===== config.mk =====
export PLATFORM = sky130hd
export DESIGN_NAME = term_dma_writer
export DESIGN_NICKNAME = d
export VERILOG_FILES = /design/src/rtl/term_dma_writer.sv
export SDC_FILE = /design/constraint.sdc
export NUM_CORES = 1
export LEC_CHECK = 0
export BUFFER_PORTS_ARGS = -buffer_cell sky130_fd_sc_hd__buf_4
export CAP_MARGIN = 20
export CORE_ASPECT_RATIO = 1.75
export CORE_UTILIZATION = 62
export DETAILED_ROUTE_END_ITERATION = 12
export PLACE_DENSITY = 0.83
export SETUP_SLACK_MARGIN = 0.05
export SLEW_MARGIN = 25
export SYNTH_ARGS = -nofsm -noshare
export SYNTH_HDL_FRONTEND = slang
export SYNTH_SLANG_ARGS = --single-unit

===== constraint.sdc =====
create_clock -name i_clk -period 5.6 [get_ports i_clk]
set_clock_uncertainty 0.05 [all_clocks]
set_input_delay 0.84 -clock i_clk [delete_from_list [all_inputs] [get_ports i_clk]]
set_output_delay 0.84 -clock i_clk [all_outputs]
set_load 0.02 [all_outputs]

===== src/rtl/term_dma_writer.sv =====
// Text-terminal character writer: turns a character stream into video RAM writes,
// handling CR/LF/BS/FF, hardware scrolling via a top-row pointer, and a blinking cursor.
module term_dma_writer #(
  parameter int                 COLS      = 80,
  parameter int                 ROWS      = 25,
  parameter int                 ADR_W     = 11,
  parameter int                 DATA_W    = 8,
  parameter logic [DATA_W-1:0]  BLANK     = DATA_W'(8'h20),
  parameter int                 BLINK_DIV = 12_500_000
) (
  input  logic              i_clk,
  input  logic              i_rst_n,
  input  logic              i_char_valid,
  input  logic [DATA_W-1:0] i_char_data,
  output logic              o_char_ready,
  input  logic              i_cursor_en,
  output logic [DATA_W-1:0] o_vram_data,
  output logic [ADR_W-1:0]  o_vram_adr,
  output logic              o_vram_we,
  output logic [ADR_W-1:0]  o_cursor_adr,
  output logic              o_cursor_on,
  output logic [ADR_W-1:0]  o_top_row
);

  localparam logic [1:0] CLR_SCR  = 2'd0;
  localparam logic [1:0] IDLE     = 2'd1;
  localparam logic [1:0] CLR_LINE = 2'd2;

  localparam logic [ADR_W-1:0]  A_COLS     = ADR_W'(COLS);
  localparam logic [ADR_W-1:0]  LAST_COL   = ADR_W'(COLS - 1);
  localparam logic [ADR_W-1:0]  LAST_ROW   = ADR_W'(ROWS - 1);
  localparam logic [ADR_W-1:0]  LAST_CELL  = ADR_W'(COLS * ROWS - 1);
  localparam logic [31:0]       BLINK_LAST = 32'(BLINK_DIV - 1);
  localparam logic [DATA_W-1:0] C_BS = DATA_W'(8'h08);
  localparam logic [DATA_W-1:0] C_LF = DATA_W'(8'h0A);
  localparam logic [DATA_W-1:0] C_FF = DATA_W'(8'h0C);
  localparam logic [DATA_W-1:0] C_CR = DATA_W'(8'h0D);

  logic [1:0]        state_q, state_d;
  logic [ADR_W-1:0]  col_q, col_d, row_q, row_d, top_q, top_d;
  logic [ADR_W-1:0]  phys_row_q, phys_row_d;
  logic [ADR_W-1:0]  row_base_q, row_base_d, top_base_q, top_base_d;
  logic [ADR_W-1:0]  clr_cnt_q, clr_cnt_d;
  logic [ADR_W-1:0]  cursor_adr_q, cursor_adr_d;
  logic [ADR_W-1:0]  vram_adr_q, vram_adr_d;
  logic [DATA_W-1:0] vram_data_q, vram_data_d;
  logic              vram_we_q, vram_we_d;
  logic [31:0]       blink_cnt_q, blink_cnt_d;
  logic              phase_q, phase_d;
  logic              do_nl;

  // NOTE: every variable gets a default at the top of always_comb so no path can infer a latch.
  always_comb begin
    state_d     = state_q;
    col_d       = col_q;
    row_d       = row_q;
    top_d       = top_q;
    phys_row_d  = phys_row_q;
    row_base_d  = row_base_q;
    top_base_d  = top_base_q;
    clr_cnt_d   = clr_cnt_q;
    vram_we_d   = 1'b0;
    vram_adr_d  = vram_adr_q;
    vram_data_d = vram_data_q;
    do_nl       = 1'b0;

    case (state_q)
      CLR_SCR: begin
        vram_we_d   = 1'b1;
        vram_adr_d  = clr_cnt_q;
        vram_data_d = BLANK;
        clr_cnt_d   = (clr_cnt_q == LAST_CELL) ? '0 : clr_cnt_q + 1'b1;
        if (clr_cnt_q == LAST_CELL) state_d = IDLE;
      end
      CLR_LINE: begin
        // row_base already points at the freshly exposed bottom row.
        vram_we_d   = 1'b1;
        vram_adr_d  = row_base_q + clr_cnt_q;
        vram_data_d = BLANK;
        clr_cnt_d   = (clr_cnt_q == LAST_COL) ? '0 : clr_cnt_q + 1'b1;
        if (clr_cnt_q == LAST_COL) state_d = IDLE;
      end
      IDLE: begin
        if (i_char_valid) begin
          case (i_char_data)
            C_BS: if (col_q != '0) col_d = col_q - 1'b1;
            C_CR: col_d = '0;
            C_LF: do_nl = 1'b1;
            C_FF: begin
              col_d      = '0;
              row_d      = '0;
              top_d      = '0;
              phys_row_d = '0;
              row_base_d = '0;
              top_base_d = '0;
              clr_cnt_d  = '0;
              state_d    = CLR_SCR;
            end
            default: begin
              vram_we_d   = 1'b1;
              vram_adr_d  = row_base_q + col_q;
              vram_data_d = i_char_data;
              if (col_q == LAST_COL) do_nl = 1'b1;
              else                   col_d = col_q + 1'b1;
            end
          endcase
        end
      end
      default: state_d = CLR_SCR;
    endcase

    if (do_nl) begin
      col_d = '0;
      if (row_q != LAST_ROW) begin
        row_d      = row_q + 1'b1;
        phys_row_d = (phys_row_q == LAST_ROW) ? '0 : phys_row_q + 1'b1;
        row_base_d = (phys_row_q == LAST_ROW) ? '0 : row_base_q + A_COLS;
      end else begin
        // Scrolling: the old top physical row becomes the new bottom row.
        top_d      = (top_q == LAST_ROW) ? '0 : top_q + 1'b1;
        top_base_d = (top_q == LAST_ROW) ? '0 : top_base_q + A_COLS;
        phys_row_d = top_q;
        row_base_d = top_base_q;
        clr_cnt_d  = '0;
        state_d    = CLR_LINE;
      end
    end
  end

  always_comb begin
    cursor_adr_d = row_base_q + col_q;
    blink_cnt_d  = (blink_cnt_q == BLINK_LAST) ? '0 : blink_cnt_q + 1'b1;
    phase_d      = (blink_cnt_q == BLINK_LAST) ? ~phase_q : phase_q;
  end

  // NOTE: sequential state uses non-blocking assignments so all flops update from pre-edge values.
  always_ff @(posedge i_clk or negedge i_rst_n) begin
    if (!i_rst_n) begin
      state_q      <= CLR_SCR;
      col_q        <= '0;
      row_q        <= '0;
      top_q        <= '0;
      phys_row_q   <= '0;
      row_base_q   <= '0;
      top_base_q   <= '0;
      clr_cnt_q    <= '0;
      cursor_adr_q <= '0;
      vram_adr_q   <= '0;
      vram_data_q  <= '0;
      vram_we_q    <= 1'b0;
      blink_cnt_q  <= '0;
      phase_q      <= 1'b0;
    end else begin
      state_q      <= state_d;
      col_q        <= col_d;
      row_q        <= row_d;
      top_q        <= top_d;
      phys_row_q   <= phys_row_d;
      row_base_q   <= row_base_d;
      top_base_q   <= top_base_d;
      clr_cnt_q    <= clr_cnt_d;
      cursor_adr_q <= cursor_adr_d;
      vram_adr_q   <= vram_adr_d;
      vram_data_q  <= vram_data_d;
      vram_we_q    <= vram_we_d;
      blink_cnt_q  <= blink_cnt_d;
      phase_q      <= phase_d;
    end
  end

  assign o_char_ready = (state_q == IDLE);
  assign o_vram_we    = vram_we_q;
  assign o_vram_adr   = vram_adr_q;
  assign o_vram_data  = vram_data_q;
  assign o_cursor_adr = cursor_adr_q;
  assign o_cursor_on  = i_cursor_en & phase_q & (state_q == IDLE);
  assign o_top_row    = top_q;

endmodule


==> results of run 1 <==
## metal layers
layer,up-vias,wire [microns],track usage [%]
met5,-,0,0
met1,3520,7758,33.74
li1,3411,-,-
met3,81,787,5.700
met2,222,10770,54.69
met4,0,1225,19.89
## placed cells by master (no fill, tap or decap), types with 7 or more instances in the layout
master / netlist / final
sky130_fd_sc_hd__a22o_1: 10 / 10
sky130_fd_sc_hd__o21a_1: 7 / 7
sky130_fd_sc_hd__a21oi_1: 32 / 32
sky130_fd_sc_hd__nor2b_1: 17 / 17
sky130_fd_sc_hd__o21ai_0: 37 / 37
sky130_fd_sc_hd__and3_1: 23 / 23
sky130_fd_sc_hd__a22oi_1: 7 / 7
sky130_fd_sc_hd__xor2_1: 21 / 21
sky130_fd_sc_hd__nor2_1: 91 / 91
sky130_fd_sc_hd__buf_4: 5 / 57
sky130_fd_sc_hd__nor3_1: 21 / 20
sky130_fd_sc_hd__o21ai_2: 9 / 9
sky130_fd_sc_hd__ha_1: 45 / 45
sky130_fd_sc_hd__nand4_1: 19 / 19
sky130_fd_sc_hd__nand2_1: 75 / 75
sky130_fd_sc_hd__xnor2_1: 33 / 33
sky130_fd_sc_hd__clkbuf_16: 0 / 17
sky130_fd_sc_hd__o21ai_1: 45 / 45
sky130_fd_sc_hd__o31ai_1: 20 / 20
sky130_fd_sc_hd__a211oi_1: 10 / 10
sky130_fd_sc_hd__nor4b_1: 7 / 7
sky130_fd_sc_hd__a21o_1: 12 / 12
sky130_fd_sc_hd__inv_1: 30 / 30
sky130_fd_sc_hd__nand3_1: 46 / 46
sky130_fd_sc_hd__dfrtp_1: 143 / 143
sky130_fd_sc_hd__nor4_1: 7 / 7
sky130_fd_sc_hd__a221oi_1: 8 / 8
## worst paths after layout
| kind | from | to | slack, ns | cells after the start |
|---|---|---|---|---|
| min in group i_clk | phase_q | phase_q | 0.42 | 1 |
| worst max-delay path | i_char_data[6] | col_q[10] | 1.84 | 11 |
| worst max register to register | state_q[1] | o_top_row[10] | 2.22 | 9 |
| worst min-delay path | i_rst_n | o_cursor_adr[9] | 0.42 | 1 |
| worst min register to register | phase_q | phase_q | 0.42 | 1 |
| max in group asynchronous | i_rst_n | row_base_q[2] | 3.94 | 2 |
## critical path: stages
cell	delay, ns
sky130_fd_sc_hd__buf_4	0.12
sky130_fd_sc_hd__or4b_4	0.57
sky130_fd_sc_hd__or4_1	0.66
sky130_fd_sc_hd__fa_1	0.46
sky130_fd_sc_hd__nor2b_1	0.18
sky130_fd_sc_hd__o2111ai_1	0.11
sky130_fd_sc_hd__and3_1	0.19
sky130_fd_sc_hd__o32a_1	0.29
sky130_fd_sc_hd__xnor2_1	0.14
sky130_fd_sc_hd__a21o_1	0.19
sky130_fd_sc_hd__mux2_2	0.25
## where the power goes
part           internal (uW)  total, uW  switching, uW  leakage (uW)
combinational           7.91       34.8           26.9       0.00216
sequential              1030       1030              0       0.00190
clock                    709       1180            468      0.000294
## kinds of logic after synthesis
family	count (synthesis)
multiplexers	6
buffers and inverters	63
adder cells (fa/ha/maj)	48
XOR/XNOR	54
flip-flops	143
AND/OR/NAND/NOR	356
AO/OA/AOI/OAI	235
## cell type report
class | instances | area [sq um] | share of cell area [%]
clock buffers | 18 | 429.2 | 4.474
multi-input cells | 699 | 4619 | 48.16
well taps | 174 | 217.7 | 2.270
clock inverters | 14 | 178.9 | 1.865
repair buffers | 58 | 439.2 | 4.579
flip-flops and latches | 143 | 3578 | 37.31
inverters | 33 | 128.9 | 1.344
## stage by stage
| step | cells | cell area (sq um) | worst slack (ns) |
|---|---|---|---|
| final | 1139 | 9592 | 1.836 |
| after global routing | 1139 | 9592 | 1.732 |
| after CTS | 1139 | 9592 | 1.819 |
| after detailed placement | 1107 | 8984 | 1.389 |
| after global placement | 1107 | 8984 | 1.452 |
| after floorplan | 905 | 8514 | 1.762 |
## registers in the layout, summed over array words and instances (netlist names)
register,cells
o_vram_we,1
row_base_q,11
clr_cnt_q,11
o_vram_data,8
col_q,11
phys_row_q,11
top_base_q,11
o_cursor_adr,11
blink_cnt_q,32
state_q,2
phase_q,1
o_top_row,11
row_q,11
o_vram_adr,11
==> results.txt, run 1 <==
During placement, the flow inserted port buffers numbering 55. Measured on the finished design, the core utilization comes to 71.67%. For the worst setup path, the data required time is 5.86 ns.

The setup path with the least slack is of type primary input to register. In this run the worst path has a maximum fanout of 6. In this run the post-CTS setup repair buffer count came out at 0.

After detailed routing, the number of remaining DRC violations is 0. Wires add up to 20,540 microns. The post-route total power is 2245 uW, and the shortest clock period the worst path allows after layout is 3.764 ns.

The number of nets in the final layout is 1,012, and the number of ports placed on the die boundary is 56. The netlist area before placement came out at 8514 sq um. The clock-pin transition on the worst setup and hold timing paths was 0.06 ns; the largest vdd supply drop was 0.0001904 V. For the max capacitance violation total, the log shows 0. Final hold analysis gives a worst-case slack of 0.4213 ns. The final total negative setup slack is 0 ns. The Yosys step of the flow raised 0 warnings. In this run the tightest slew margin relative to its limit is 42.53%. Fill cells in the final layout number 1,012.

The number of hold violations in the final report was 0. The biggest area contributor in the post-synthesis netlist is sky130_fd_sc_hd__dfrtp_1. The DRC marker count from the first detailed-route iteration was 367; the net count of the mapped netlist was 965. The wire-length estimate of the detail-placed layout is 14,600 microns.

The root buffer cell chosen for the clock tree is sky130_fd_sc_hd__clkbuf_16. The static power due to leakage was 0.004355 uW; the proportion of layout cells with a drive suffix above 1 was 13.58%. Hold repair after CTS inserted 0 buffers.

For the total number of vias, the log shows 7,234. In the post-synthesis netlist, the cell with the most instances is sky130_fd_sc_hd__dfrtp_1. Entering global routing, the biggest net connects 95 pins. The pre-antenna-repair detailed-routing pass consisted of 5 iterations. The run gives 7,220 as the number of global-route vias before repair.

Power spread over the standard cell area amounts to 234.0 nW/um^2. The longest clock path from root to sink contains 2 buffers. The distinct cell type count of the synthesized netlist is 84. After detailed routing, the average wire length per cell comes to 18.03 microns. Summing the areas of all xor and xnor instances in the mapped netlist gives 5.555% of the synthesized area.

The ratio of final minimum period to clock period came out at 67.22%. After synthesis, the mean cell area works out to 9.408 sq um. TritonCTS built the clock tree. Of all flip-flops after synthesis, the portion carrying an async set or reset was 100.0%. The initial utilization of the core area, before any placement, comes to 63.62%. In the synthesized netlist, the cells that appear most often are sky130_fd_sc_hd__dfrtp_1 (143), sky130_fd_sc_hd__nor2_1 (91), sky130_fd_sc_hd__nand2_1 (75), sky130_fd_sc_hd__nand3_1 (46). Data arrives at the worst endpoint at 4.02 ns. Global routing used 30.88% of the available tracks. The tools report the clock latency on the worst-skew pair as 0.42 ns. In this run, synthesis produced a sequential element count of 143. The detail-routed via count per cell was 6.351; the number of antenna-violating nets in the routed design was 0.

The area of the die was 14,220 sq um. In this run, CTS created clock tree buffers numbering 17. After Yosys synthesis, and, or, nand and nor cells account for 21.94% of the synthesized area. The logs give 0.9166 for the routability congestion estimate and 0 for the number of pins exceeding their max-slew limit in the final report.

The top achievable clock speed is 265.7 MHz. The tools report the number of antenna violations at the first check in global routing as 0. For the portion of the post-synthesis area used by sequential elements, the log shows 42.03%.

The tools report the kind of end point of the critical path as a register. The worst setup path is launched from a primary input. Number of standard-cell rows in the floorplan: 56. The run finished with clean final reports.

The transition time of the tightest slew-check pin was 0.8621 ns; the die extent in x was 90.59 microns. Y dimension of the die: 157.0 microns. Global routing finished with a remaining overflow of 0. Layout overhead on the synthesized area: 12.65%. Yosys mapped a number of flops with a built-in enable equal to 0. In the synthesized netlist, mux cells make up 0.7348% of the area. The H-tree generated during clock tree synthesis spans 4 levels.

The first global-routing pass estimated 34,640 microns of wire. The synthesized-area fraction occupied by ao, oa, aoi and oai cells was 18.57%; the total of endpoints with negative setup slack in the final report was 0. The dominant synthesized flop cell is sky130_fd_sc_hd__dfrtp_1. Once the clock tree was built, the resizer swapped 0 gates to a different size. Setup repair after global routing left no endpoint under its margin. For the area of the core, the log shows 13,380 sq um. The synthesized netlist devotes 7.318% of its cell area to adder and majority cells. 0 antenna diodes ended up in the layout. The run gives 143 as the sink count of the clock tree. The worst hold path belongs to the class primary input to asynchronous set/reset pin. The synthesized design devotes to its leading area cell type 42.03% of total area. Yosys attributes the largest share of cell area to sky130_fd_sc_hd__dfrtp_1 (42%), sky130_fd_sc_hd__ha_1 (6.6%), sky130_fd_sc_hd__nor2_1 (4.0%). After synthesis, the largest family of logic cells by area is simple AND/OR/NAND/NOR gates. Synthesis handed over a netlist of 905 instances.
Power figures use the tool's default switching activity.
==> run 2: changes to the inputs <==
Settings changed: CORE_UTILIZATION 62 to 61, PLACE_DENSITY 0.83 to 0.82.
Clock period 5.6 ns to 3.6 ns, I/O delays scaled along.
==> results.txt, run 2 (same netlist as run 1, synthesis figures left out) <==
The run finished with clean final reports. The number of nets in the final layout is 1,039 (+2.7%), and the ratio of total power to cell area is 353.1 nW/um^2 (+51%). The smallest clock period supported by the final layout is computed as 3.297 ns. The total CTS buffers came out at 17 (unchanged). The flip-flop count of the largest register, all copies and words added is 32 (unchanged), and the area of the die is 14,450 sq um (+1.6%). The overall routed net length came out at 21,310 microns (+3.8%). The min-delay analysis places its worst path in the category primary input to asynchronous set/reset pin. The global-route total usage across every layer was 30.92% (+0.038 points); the routed length per placed instance was 18.28 microns (+1.4%). The area occupied by multi-input gates is 4619 sq um (unchanged), and the transition time of the tightest slew-check pin is 0.7724 ns (-0.08962 ns).

By startpoint and endpoint, the worst setup path is classified as primary input to register. For the sink count of the clock tree, the log shows 143 (unchanged). The tools report the residual overflow from global routing as 0 (unchanged). Final total negative setup slack: 0 ns (unchanged). First-pass GRT wire length: 34,850 microns (+0.60%). The worst setup path is launched from a primary input. The cell area after layout is 9796 sq um (+2.1%), and the initial cell density of the core is 62.96% (-0.66 points).

The logs give 0 (unchanged) for the max capacitance violation total and 0.43 ns (about the same) for the clock latency on the worst-skew pair. The proportion of layout cells with a drive suffix above 1 is 15.93% (+2.4 points), and the y dimension of the die is 158.3 microns (+0.81%). The number of antenna violations at the first check in global routing came out at 0 (unchanged).

Setup repair after global routing left no endpoint under its margin. The number of ports placed on the die boundary came out at 56 (unchanged). The number of hold violations in the final report is 0 (unchanged), and the total number of vias is 7,372 (+1.9%). The number of global-route vias before repair is 7,250 (+0.42%). The logs give 0 (unchanged) for the number of antenna-violating nets in the routed design and 48.50% (+6.0 points) for the max-slew headroom at the worst pin. The tools report the estimated wirelength of the detail-placed design as 15,250 microns (+4.5%). The area growth from synthesis to layout is 15.05%. The number of remaining DRC errors was 0 (unchanged). For the routability congestion estimate, the log shows 0.9619 (+4.9%).

The logs give 0 (unchanged) for the number of pins exceeding their max-slew limit in the final report and 0 (unchanged) for the total of endpoints with negative setup slack in the final report. The number of standard-cell rows in the floorplan is 56 (unchanged), and the detail-routed via count per cell is 6.322 (-0.45%). The peak fanout along the critical path was 2 (-4). Total setup buffers inserted after CTS: 0 (unchanged). The top achievable clock speed came out at 303.3 MHz. The most flop-heavy register is blink_cnt_q. The worst path arrival time is 3.56 ns (-0.46 ns). The tree is rooted in a sky130_fd_sc_hd__clkbuf_16. The tools report the number of gates resized after cts as 0 (unchanged). Kind of end point of the critical path: a register.

The clock-pin transition on the worst setup and hold timing paths was 0.06 ns (about the same). The number of port buffers works out to 55 (unchanged). TritonCTS built the clock tree. The number of cells traversed by the worst register-to-register path came out at 10 (+1). In the layout the commonest cells are sky130_fd_sc_hd__dfrtp_1 (143), sky130_fd_sc_hd__nor2_1 (91), sky130_fd_sc_hd__buf_4 (83). The tools report the area of placed instances as 9199 sq um (+2.4%). For the total iterations of the first detailed-routing run, the log shows 4 (-1). The ratio of final minimum period to clock period works out to 91.59%.

The library cell used most frequently in the layout, excluding fill and tap cells, is sky130_fd_sc_hd__dfrtp_1. Area used by sequential logic in the layout: 3578 sq um (unchanged). Area of the core: 13,520 sq um (+1.0%). Post-route total power: 3458 uW (+54%). For the maximum number of buffers from clock root to sink, the log shows 2 (unchanged).

The largest vdd supply drop came out at 0.0002946 V (+55%). The number of hold buffers added after CTS was 0 (unchanged). The maximum number of pins on one net before global-route repair is 84 (-12%). For the fill cell instance count of the final layout, the log shows 1,012 (unchanged). The final antenna diode count was 0 (unchanged); the static power due to leakage was 0.004477 uW (+2.8%). The run gives 0.53 ns (-1.69 ns) as the slack of the worst reg-to-reg path. The required time at the worst-slack endpoint came out at 3.86 ns (-2.00 ns). DRC marker count from the first detailed-route iteration: 459 (+25%). The die extent in x is 91.31 microns (+0.80%), and the number of H-tree levels is 4 (unchanged).
-- run 2: cell types whose count changed in the layout (fill, tap and decap cells not counted), sizes merged --
cell      previous run  this run
buf                 58        85
bufinv               3         2
clkbuf              18        19
clkinv               6         3
clkinvlp             2         4
inv                 36        37
-- run 2: metrics by stage --
step                      cells  worst slack (ns)  hold slack, ns  utilization (%)
after floorplan             905           0.06183          0.1944                -
after global placement     1134          -0.08148          0.4076            68.02
final                      1166            0.3027          0.1006            72.44
after global routing       1166            0.1890          0.1627            72.44
after CTS                  1166            0.3091          0.1387            72.44
after detailed placement   1134           -0.1123          0.4080            68.02
-- run 2: path summary, 6_finish.rpt --
path,from,to
max in group asynchronous,i_rst_n,o_vram_data[5]
min reg2reg,phase_q,phase_q
max,i_char_data[6],col_q[10]
max reg2reg,col_q[0],o_vram_adr[10]
min in group i_clk,i_char_data[3],o_vram_data[3]
min,i_rst_n,o_cursor_adr[9]
-- run 2: worst max-delay path, stage by stage --
cell and delay, ns:
sky130_fd_sc_hd__buf_4 0.11, sky130_fd_sc_hd__or4b_4 0.54, sky130_fd_sc_hd__or4_1 0.54, sky130_fd_sc_hd__fa_1 0.43, sky130_fd_sc_hd__nor2b_1 0.16, sky130_fd_sc_hd__o2111ai_1 0.11
sky130_fd_sc_hd__and3_1 0.19, sky130_fd_sc_hd__o32a_1 0.29, sky130_fd_sc_hd__xnor2_1 0.18, sky130_fd_sc_hd__a21o_1 0.21, sky130_fd_sc_hd__mux2_2 0.26
-- run 2: final cells by class --
type                    instances  share of cell area, %
repair buffers                 85                  6.680
well taps                     174                  2.223
flip-flops and latches        143                  36.53
clock inverters                13                  1.571
multi-input cells             699                  47.16
inverters                      33                  1.316
clock buffers                  19                  4.522
-- run 2: report_power, final --
part | internal, uW | switching (uW)
logic | 16.4 | 42.9
clock network | 1050 | 737
registers | 1610 | 0
-- run 2: routing by layer --
layer | GRT usage (%) | wire, microns | up-vias | part of all wire (%)
li1 | - | - | 3458 | -
met2 | 55.95 | 11240 | 250 | 53
met4 | 21.39 | 1293 | 0 | 6.1
met1 | 32.59 | 7813 | 3585 | 37
met3 | 5.349 | 959 | 79 | 4.5
met5 | 0 | 0 | - | 0
==> run 3: changes to the inputs <==
Settings changed: CAP_MARGIN 20 to not set, REMOVE_ABC_BUFFERS set to 1.
==> results.txt, run 3 (same netlist as run 1, synthesis figures left out) <==
The total number of vias is 7,280 (-1.2%). The logs give 62.96% (unchanged) for the initial cell density of the core and 0 (unchanged) for the number of hold buffers added after CTS. Among the stages of the critical path, the cell type that occurs most often is sky130_fd_sc_hd__buf_4. The cell area after layout was 9759 sq um (-0.37%); the transition time of the tightest slew-check pin was 0.7258 ns (-0.04660 ns).

The detail-routed via count per cell works out to 6.270 (-0.82%). The number of port buffers is 55 (unchanged). For the first-pass GRT wire length, the log shows 33,990 microns (-2.5%). Total CTS buffers: 17 (unchanged). The number of pins exceeding their max-slew limit in the final report is 0 (unchanged). On the critical path, the stage with the largest delay is an instance of sky130_fd_sc_hd__or4_1. The clock-pin transition on the worst setup and hold timing paths was 0.06 ns (about the same); the required time at the worst-slack endpoint was 3.85 ns (about the same).

For the area used by sequential logic in the layout, the log shows 3578 sq um (unchanged). The number of antenna-violating nets in the routed design is 0 (unchanged). The final total negative setup slack was 0 ns (unchanged).

Traced cell by cell, the critical path runs through buf_4, or4b_4, or4_1, buf_4, clkinv_4, ha_1, nor2b_1, o2111ai_1, and3_1, o32a_1, xnor2_1, a21o_1, mux2_2. For the DRC marker count from the first detailed-route iteration, the log shows 398 (-13%). The flip-flop count of the largest register, all copies and words added was 32 (unchanged). The total iterations of the first detailed-routing run was 5 (+1); the number of H-tree levels was 4 (unchanged). The sink count of the clock tree was 143 (unchanged); the number of global-route vias before repair was 7,257 (+0.097%). The die extent in x is 91.31 microns (unchanged). The shortest clock period the worst path allows after layout works out to 3.362 ns (+0.06477 ns).

The run gives 82 (-2.4%) as the maximum number of pins on one net before global-route repair. STA classifies the critical path startpoint as a primary input. The run gives 0.42 ns (about the same) as the clock latency on the worst-skew pair.

Setup repair after global routing left no endpoint under its margin. The top cell types in the final layout, fill and taps aside, are sky130_fd_sc_hd__dfrtp_1 (143), sky130_fd_sc_hd__nor2_1 (91), sky130_fd_sc_hd__buf_4 (79). The area of the die came out at 14,450 sq um (unchanged). The residual overflow from global routing is 0 (unchanged), and the worst path arrival time is 3.61 ns (+0.05 ns). The run gives 56 (unchanged) as the number of standard-cell rows in the floorplan. The maximum single-stage delay on the critical path is 0.56 ns (+0.02 ns). Number of nets in the final layout: 1,036 (-0.29%). The proportion of layout cells with a drive suffix above 1 was 15.60% (-0.32 points); the ratio of total power to cell area was 347.5 nW/um^2 (-1.6%).

The run gives 4619 sq um (unchanged) as the area occupied by multi-input gates. The logs give 14,640 microns (-4.0%) for the estimated wirelength of the detail-placed design and 0 (unchanged) for the number of remaining DRC errors. Final-layout worst hold slack: 0.04363 ns (-0.05698 ns).

The logs give 51.61% (+3.1 points) for the max-slew headroom at the worst pin and 0 (unchanged) for the number of antenna violations at the first check in global routing. The overall routed net length is 20,350 microns (-4.5%). The category of the critical setup timing path is primary input to register.

The fill cell instance count of the final layout was 1,023 (+1.1%). TritonCTS built the clock tree. The flow ran to the end, and the final reports show no timing, DRC or antenna violations. The total of endpoints with negative setup slack in the final report was 0 (unchanged); the maximum number of buffers from clock root to sink was 2 (unchanged). The tools report the routability congestion estimate as 0.9181 (-4.6%). The logs give 0 (unchanged) for the final antenna diode count and 297.4 MHz (-1.9%) for the top achievable clock speed. The static power due to leakage was 0.004472 uW (-0.12%). The number of ports placed on the die boundary was 56 (unchanged). Most common cell after layout, fill and taps aside: sky130_fd_sc_hd__dfrtp_1.

The number of gates resized after cts was 0 (unchanged). The tools report the largest vdd supply drop as 0.0002433 V (-17%). In this run the worst hold path is classified as primary input to asynchronous set/reset pin. The area of the core is 13,520 sq um (unchanged). The y dimension of the die was 158.3 microns (unchanged); the number of hold violations in the final report was 0 (unchanged). The peak fanout along the critical path came out at 9 (+7). STA classifies the critical path endpoint as a register. The routed length per placed instance is 17.52 microns (-4.1%), and the layout overhead on the synthesized area is 14.62%. Ranked by flip-flop count, first place goes to blink_cnt_q. The tools report the clock root buffer as sky130_fd_sc_hd__clkbuf_16. The max capacitance violation total is 0 (unchanged), and the ratio of final minimum period to clock period is 93.39% (+1.8 points). The area of placed instances was 9189 sq um (-0.11%); the total setup buffers inserted after CTS was 0 (unchanged). The global-route total usage across every layer came out at 29.67% (-1.2 points).
==> run 3: routing by layer <==
metal	share of wire [%]	wire length [microns]	up-vias	track usage, %
met2	54	11070	194	55.66
met5	0	0	-	0
met1	39	7886	3594	32.17
met4	3.1	632	0	13.30
met3	3.7	757	54	5.731
li1	-	-	3438	-
==> run 3: where the power goes <==
part / internal, uW / leakage (uW) / switching, uW
Combinational: 17.2 / 0.00229 / 42.8
Clock: 1040 / 0.000280 / 680
Sequential: 1610 / 0.00190 / 0
==> run 3: metrics by stage <==
| step | instances | worst slack, ns | power [uW] | utilization [%] |
|---|---|---|---|---|
| after global placement | 1131 | -0.1273 | 1699 | 67.95 |
| after global routing | 1161 | 0.1078 | 3482 | 72.17 |
| after CTS | 1161 | 0.2536 | 3410 | 72.17 |
| final | 1161 | 0.2379 | 3391 | 72.17 |
| after floorplan | 875 | 0.003989 | 1644 | - |
| after detailed placement | 1131 | -0.1515 | 1699 | 67.95 |
==> run 3: area by class of cell <==
cell class,count,area share (%)
timing repair buffer,82,6.603
clock inverter,11,1.205
clock buffer,19,4.641
tap,174,2.231
sequential,143,36.67
multi-input combinational,699,47.33
inverter,33,1.321
==> run 3: worst max-delay path, delay by kind of cell <==
family,cells,cell delay (ns)
and+or+nand+nor,4,1.51
AOI/OAI and AO/OA,3,0.60
buffers and inverters,3,0.39
muxes,1,0.25
xor gates and xnor gates,1,0.16
adders and majority gates,1,0.14
==> run 3: worst paths after layout <==
check	start	endpoint	slack (ns)	depth (start not counted)
setup / recovery	i_char_data[6]	col_q[10]	0.24	13
hold / removal	i_rst_n	o_cursor_adr[9]	0.04	1
setup reg to reg	col_q[0]	o_vram_adr[10]	0.50	10
hold reg to reg	o_vram_adr[1]	o_vram_adr[1]	0.43	2
max in group asynchronous	i_rst_n	o_vram_data[4]	2.64	2
min in group i_clk	i_char_data[0]	o_vram_data[0]	0.33	2
